## src/rtl/msx_vram_arbiter.sv

```systemverilog
// Time-slot arbiter for the two single-port VRAM banks: the VDP owns every ce_10m7_p cycle,
// and the free cycles in between go to the clear engine or the host port.
module msx_vram_arbiter #(
    parameter int          ADDR_W    = 16,
    parameter logic [7:0]  CLR_VALUE = 8'h00
) (
    input  logic              clk21m,
    input  logic              reset,
    input  logic              ce_10m7_p,
    input  logic              msx1,
    input  logic [ADDR_W-1:0] vdp_addr,
    input  logic [7:0]        vdp_do,
    input  logic              vdp_we_lo,
    input  logic              vdp_we_hi,
    output logic [7:0]        vdp_di_lo,
    output logic [7:0]        vdp_di_hi,
    input  logic              host_req,
    input  logic              host_we,
    input  logic              host_bank,
    input  logic [ADDR_W-1:0] host_addr,
    input  logic [7:0]        host_wdata,
    output logic              host_ack,
    output logic [7:0]        host_rdata,
    input  logic              clr_start,
    output logic              clr_busy,
    output logic [ADDR_W-1:0] ram_addr,
    output logic [7:0]        ram_do,
    output logic              ram_we_lo,
    output logic              ram_we_hi,
    input  logic [7:0]        ram_di_lo,
    input  logic [7:0]        ram_di_hi
);

    // The host access cycle is the free slot in which IDLE grants; it needs no state of its own,
    // so a read moves straight to CAPTURE and a write straight to ACK.
    typedef enum logic [1:0] {
        IDLE    = 2'd0,
        CAPTURE = 2'd1,
        ACK     = 2'd2
    } state_t;

    state_t            state;
    logic              vdp_slot_d;
    logic [ADDR_W-1:0] clr_cnt;
    logic              host_bank_q;
    logic              grant;

    assign grant = ~reset & ~ce_10m7_p & ~clr_busy & host_req & (state == IDLE);

    always_comb begin
        ram_addr  = vdp_addr;
        ram_do    = vdp_do;
        ram_we_lo = 1'b0;
        ram_we_hi = 1'b0;
        if (reset) begin
            ram_addr = '0;
            ram_do   = '0;
        end else if (ce_10m7_p) begin
            ram_we_lo = vdp_we_lo;
            ram_we_hi = vdp_we_hi & ~msx1;
        end else if (clr_busy) begin
            // The clear fills the hi bank even on MSX1 so a later MSX2 boot sees clean VRAM.
            ram_addr  = clr_cnt;
            ram_do    = CLR_VALUE;
            ram_we_lo = 1'b1;
            ram_we_hi = 1'b1;
        end else if (grant) begin
            ram_addr  = host_addr;
            ram_do    = host_wdata;
            ram_we_lo = host_we & ~host_bank;
            ram_we_hi = host_we &  host_bank;
        end
    end

    always_ff @(posedge clk21m) begin
        if (reset) begin
            vdp_slot_d  <= 1'b0;
            vdp_di_lo   <= 8'h00;
            vdp_di_hi   <= 8'h00;
            clr_busy    <= 1'b0;
            clr_cnt     <= '0;
            state       <= IDLE;
            host_bank_q <= 1'b0;
            host_ack    <= 1'b0;
            host_rdata  <= 8'h00;
        end else begin
            // RAM q lags the address by one cycle, so capture one cycle after a VDP slot.
            vdp_slot_d <= ce_10m7_p;
            if (vdp_slot_d) begin
                vdp_di_lo <= ram_di_lo;
                vdp_di_hi <= ram_di_hi;
            end

            if (!clr_busy) begin
                if (clr_start) begin
                    clr_busy <= 1'b1;
                    clr_cnt  <= '0;
                end
            end else if (!ce_10m7_p) begin
                clr_cnt <= clr_cnt + 1'b1;
                if (clr_cnt == '1) begin
                    clr_busy <= 1'b0;
                end
            end

            host_ack <= 1'b0;
            case (state)
                IDLE: begin
                    if (grant) begin
                        host_bank_q <= host_bank;
                        if (host_we) begin
                            state    <= ACK;
                            host_ack <= 1'b1;
                        end else begin
                            state <= CAPTURE;
                        end
                    end
                end
                CAPTURE: begin
                    host_rdata <= host_bank_q ? ram_di_hi : ram_di_lo;
                    state      <= ACK;
                    host_ack   <= 1'b1;
                end
                ACK: begin
                    state <= IDLE;
                end
                default: begin
                    state <= IDLE;
                end
            endcase
        end
    end

endmodule

```

## config.mk

```make
export PLATFORM = sky130hd
export DESIGN_NAME = msx_vram_arbiter
export DESIGN_NICKNAME = d
export VERILOG_FILES = /design/src/rtl/msx_vram_arbiter.sv
export SDC_FILE = /design/constraint.sdc
export NUM_CORES = 1
export LEC_CHECK = 0
export CORE_ASPECT_RATIO = 0.9
export CORE_MARGIN = 5
export CORE_UTILIZATION = 40
export DETAILED_ROUTE_END_ITERATION = 10
export PLACE_DENSITY = 0.91
export SYNTH_ARGS = -nofsm -noshare
export SYNTH_HDL_FRONTEND = slang
export SYNTH_SLANG_ARGS = --single-unit
```

## constraint.sdc

```tcl
create_clock -name clk21m -period 2.35 [get_ports clk21m]
set_input_delay 0.47 -clock clk21m [delete_from_list [all_inputs] [get_ports clk21m]]
set_output_delay 0.47 -clock clk21m [all_outputs]
set_load 0.05 [all_outputs]
```

==> metrics.csv <==
metric,value,unit
status,"complete, but fails checks",
failed_checks,setup timing,
core.rowCount,26,
hpwl,6128,um
overflow,0,
synthTopCellsByArea,"dfxtp_1, mux2i_1, a22o_1, nor2_1, a21o_1",
io_pins,126,
gp_congestion,0.8873,
yosys.area_share.adder,0.005206,
skew,0.006208,ns
synthMuxAreaShare,0.1255,
worstPathRequired,1.88,ns
wl_per_cell,16.57,um
synthSimpleGateAreaFrac,0.1916,
cts_tree,yes,
vdd_drop_max,0.3368,mV
drv_cap,0,
nFillCells,382,
clockBufferDepth,2,
clk_latency,0.29,ns
final_hold_viol_count,0,
worstSetupEndpointType,output pin,
yosysSeqAreaShare,0.3831,
vias,2641,
period_minus_slack,2.556,ns
synth_top_area_share,0.3831,
synth_nets,354,
synth_edf_count,0,
rsz0062_at_grt,yes,
synth_top_flop_cell,dfxtp_1,
synth_xor_area_frac,0.01093,
p_int,0.001352,W
clk_pin_slew,0.08,ns
antenna_found_initial,0,
wirelength,7955,um
p_clk_frac,0.232,
detail-route-antenna-nets,0,
synth_common_cells,"dfxtp_1, nor2_1, mux2i_1, a22o_1, clkbuf_1",
die_y,83.54,um
p_total,0.001970,W
core_area,5758,um^2
first_pass_iters,4,
numPortBuffers,125,
yosysTopAreaCell,dfxtp_1,
pwr-share-seq,0.415,
die-area,7661,um^2
place_ws,-0.5116,ns
synth_top_family_by_area,compound AO/OA/AOI/OAI gates,
routed_via_density,5.502,
period_share,1.088,
syn_avg_cell_area,8.615,um^2
synth_compound_area_frac,0.2348,
areaGrowthSynthToFinish,79.18,%
crit_arrival,2.09,ns
ctsHtreeMaxLevel,2,
worst_pin_slew,0.5307,ns
start_util,0.4174,
netlist-cell-type-count,42,
multiInputGateArea,1479,um^2
yosysMostFrequentCell,dfxtp_1,
hold_class,reg2reg,
grt_use_total,0.2026,
grt_pass1_vias,2645,
async_flop_share,0,
route.detailed.drc,0,
antenna_cells,0,
crit_type,reg2out,
grt_max_degree,41,
nets,485,
final-seq-area,924.6,um^2
critPathLaunchType,flop,
synth-seq-cells,46,
comb_power_share,0.353,
fmax,0.3912,GHz
yosys_warnings,0,
max_slew_margin,0.6451,
fp.dieW,91.71,um
switching_power,0.0006175,W
first_iter_violations,82,
drive_above_1_share,0.1878,
p_leak,1.636,nW
switching_share,0.3135,
grt_first_pass_wirelength,12760,um
rrSetupSlack,0.41,ns
setup_violations,26,
netlist_area,2404,um^2
setup_slack,-0.2059,ns
clock-root-buffer,clkbuf_8,
tns,-3.772,ns
cts_buffers,5,
power-per-cell-area,457.3,nW/um^2
slew_violations,0,
cts_sinks,46,
cp_max_fo,3,
netlist_instances,279,
==> power groups by stage <==
stage	clock (W)	combinational, W	sequential, W
finish	0.000457	0.000695	0.000817
global route	0.000506	0.000724	0.000820
detailed placement	0	0.000676	0.000835
CTS	0.000473	0.000695	0.000817
global placement	0	0.000666	0.000833
floorplan	0	0.000269	0.000888
==> path summary, 6_finish.rpt <==
kind	from	cells past startpoint	end
setup / recovery	state[1]	7	ram_addr[1]
hold / removal	vdp_di_hi[5]	2	vdp_di_hi[5]
setup reg to reg	clr_busy	6	clr_cnt[12]
hold reg to reg	vdp_di_hi[5]	2	vdp_di_hi[5]
==> cells by family (layout without fill, tap and decap cells) <==
logic type,after synthesis,after routing
xor+xnor,3,3
compound gates,75,75
buf+inv,29,160
fa+ha+maj,1,1
flops,46,46
mux,30,30
simple gates,95,95
==> area by class of cell <==
cell class,instances,share of cell area
clock inverter,1,0.001743
multi-input combinational,204,0.3434
inverter,7,0.006101
clock buffer,6,0.01685
timing repair buffer,146,0.3969
sequential,46,0.2147
tap,70,0.02034
==> critical path, stage by stage (launching register included) <==
cell,delay [ns]
dfxtp_2,0.33
or3b_4,0.41
nor4_4,0.22
buf_6,0.18
buf_6,0.10
mux2i_2,0.19
o221a_2,0.23
buf_12,0.14
==> repair_timing <==
action	4_1_cts	5_1_grt
endpoints found under the setup margin	26	26
setup buffers	4	0
pin swaps	16	10
hold buffers	0	0
gates resized for setup	18	4
gates cloned	1	0
==> cells in the final DEF, fill, tap and decap left out, types with 7 or more instances in the layout <==
| master | Yosys | final |
|---|---|---|
| clkdlybuf4s50_1 | 0 | 96 |
| dfxtp_1 | 46 | 43 |
| nor2_1 | 43 | 41 |
| buf_12 | 0 | 27 |
| mux2i_1 | 29 | 25 |
| a22o_1 | 20 | 20 |
| buf_4 | 1 | 15 |
| a21o_1 | 14 | 14 |
| nand2_1 | 13 | 13 |
| a21oi_1 | 12 | 11 |
| a211oi_1 | 9 | 8 |
| inv_1 | 7 | 7 |
==> metrics by stage <==
| step | hold slack, ns | std cells | instance area, um^2 | utilization |
|---|---|---|---|---|
| after detailed placement | 0.4769 | 468 | 4106 | 0.7132 |
| after global placement | 0.4582 | 468 | 4106 | 0.7132 |
| after global routing | 0.5274 | 480 | 4307 | 0.7479 |
| final | 0.5005 | 480 | 4307 | 0.7479 |
| after CTS | 0.5076 | 480 | 4293 | 0.7455 |
| after floorplan | 0.4455 | 279 | 2475 | - |
==> state kept, by name, summed over array words and instances, names as in the netlist <==
| signal | flops |
|---|---|
| clr_cnt | 16 |
| host_rdata | 8 |
| vdp_di_hi | 8 |
| vdp_di_lo | 8 |
| state | 2 |
| clr_busy | 1 |
| host_ack | 1 |
| host_bank_q | 1 |
| vdp_slot_d | 1 |
==> per-layer routing <==
metal | wire, um | vias up | GRT usage
met4 | 114 | 0 | 0.05263
met1 | 3106 | 1226 | 0.2231
met3 | 824 | 10 | 0.08747
met5 | 0 | - | 0
met2 | 3910 | 132 | 0.3557
li1 | - | 1273 | -
(Power assumes the default switching activity.)
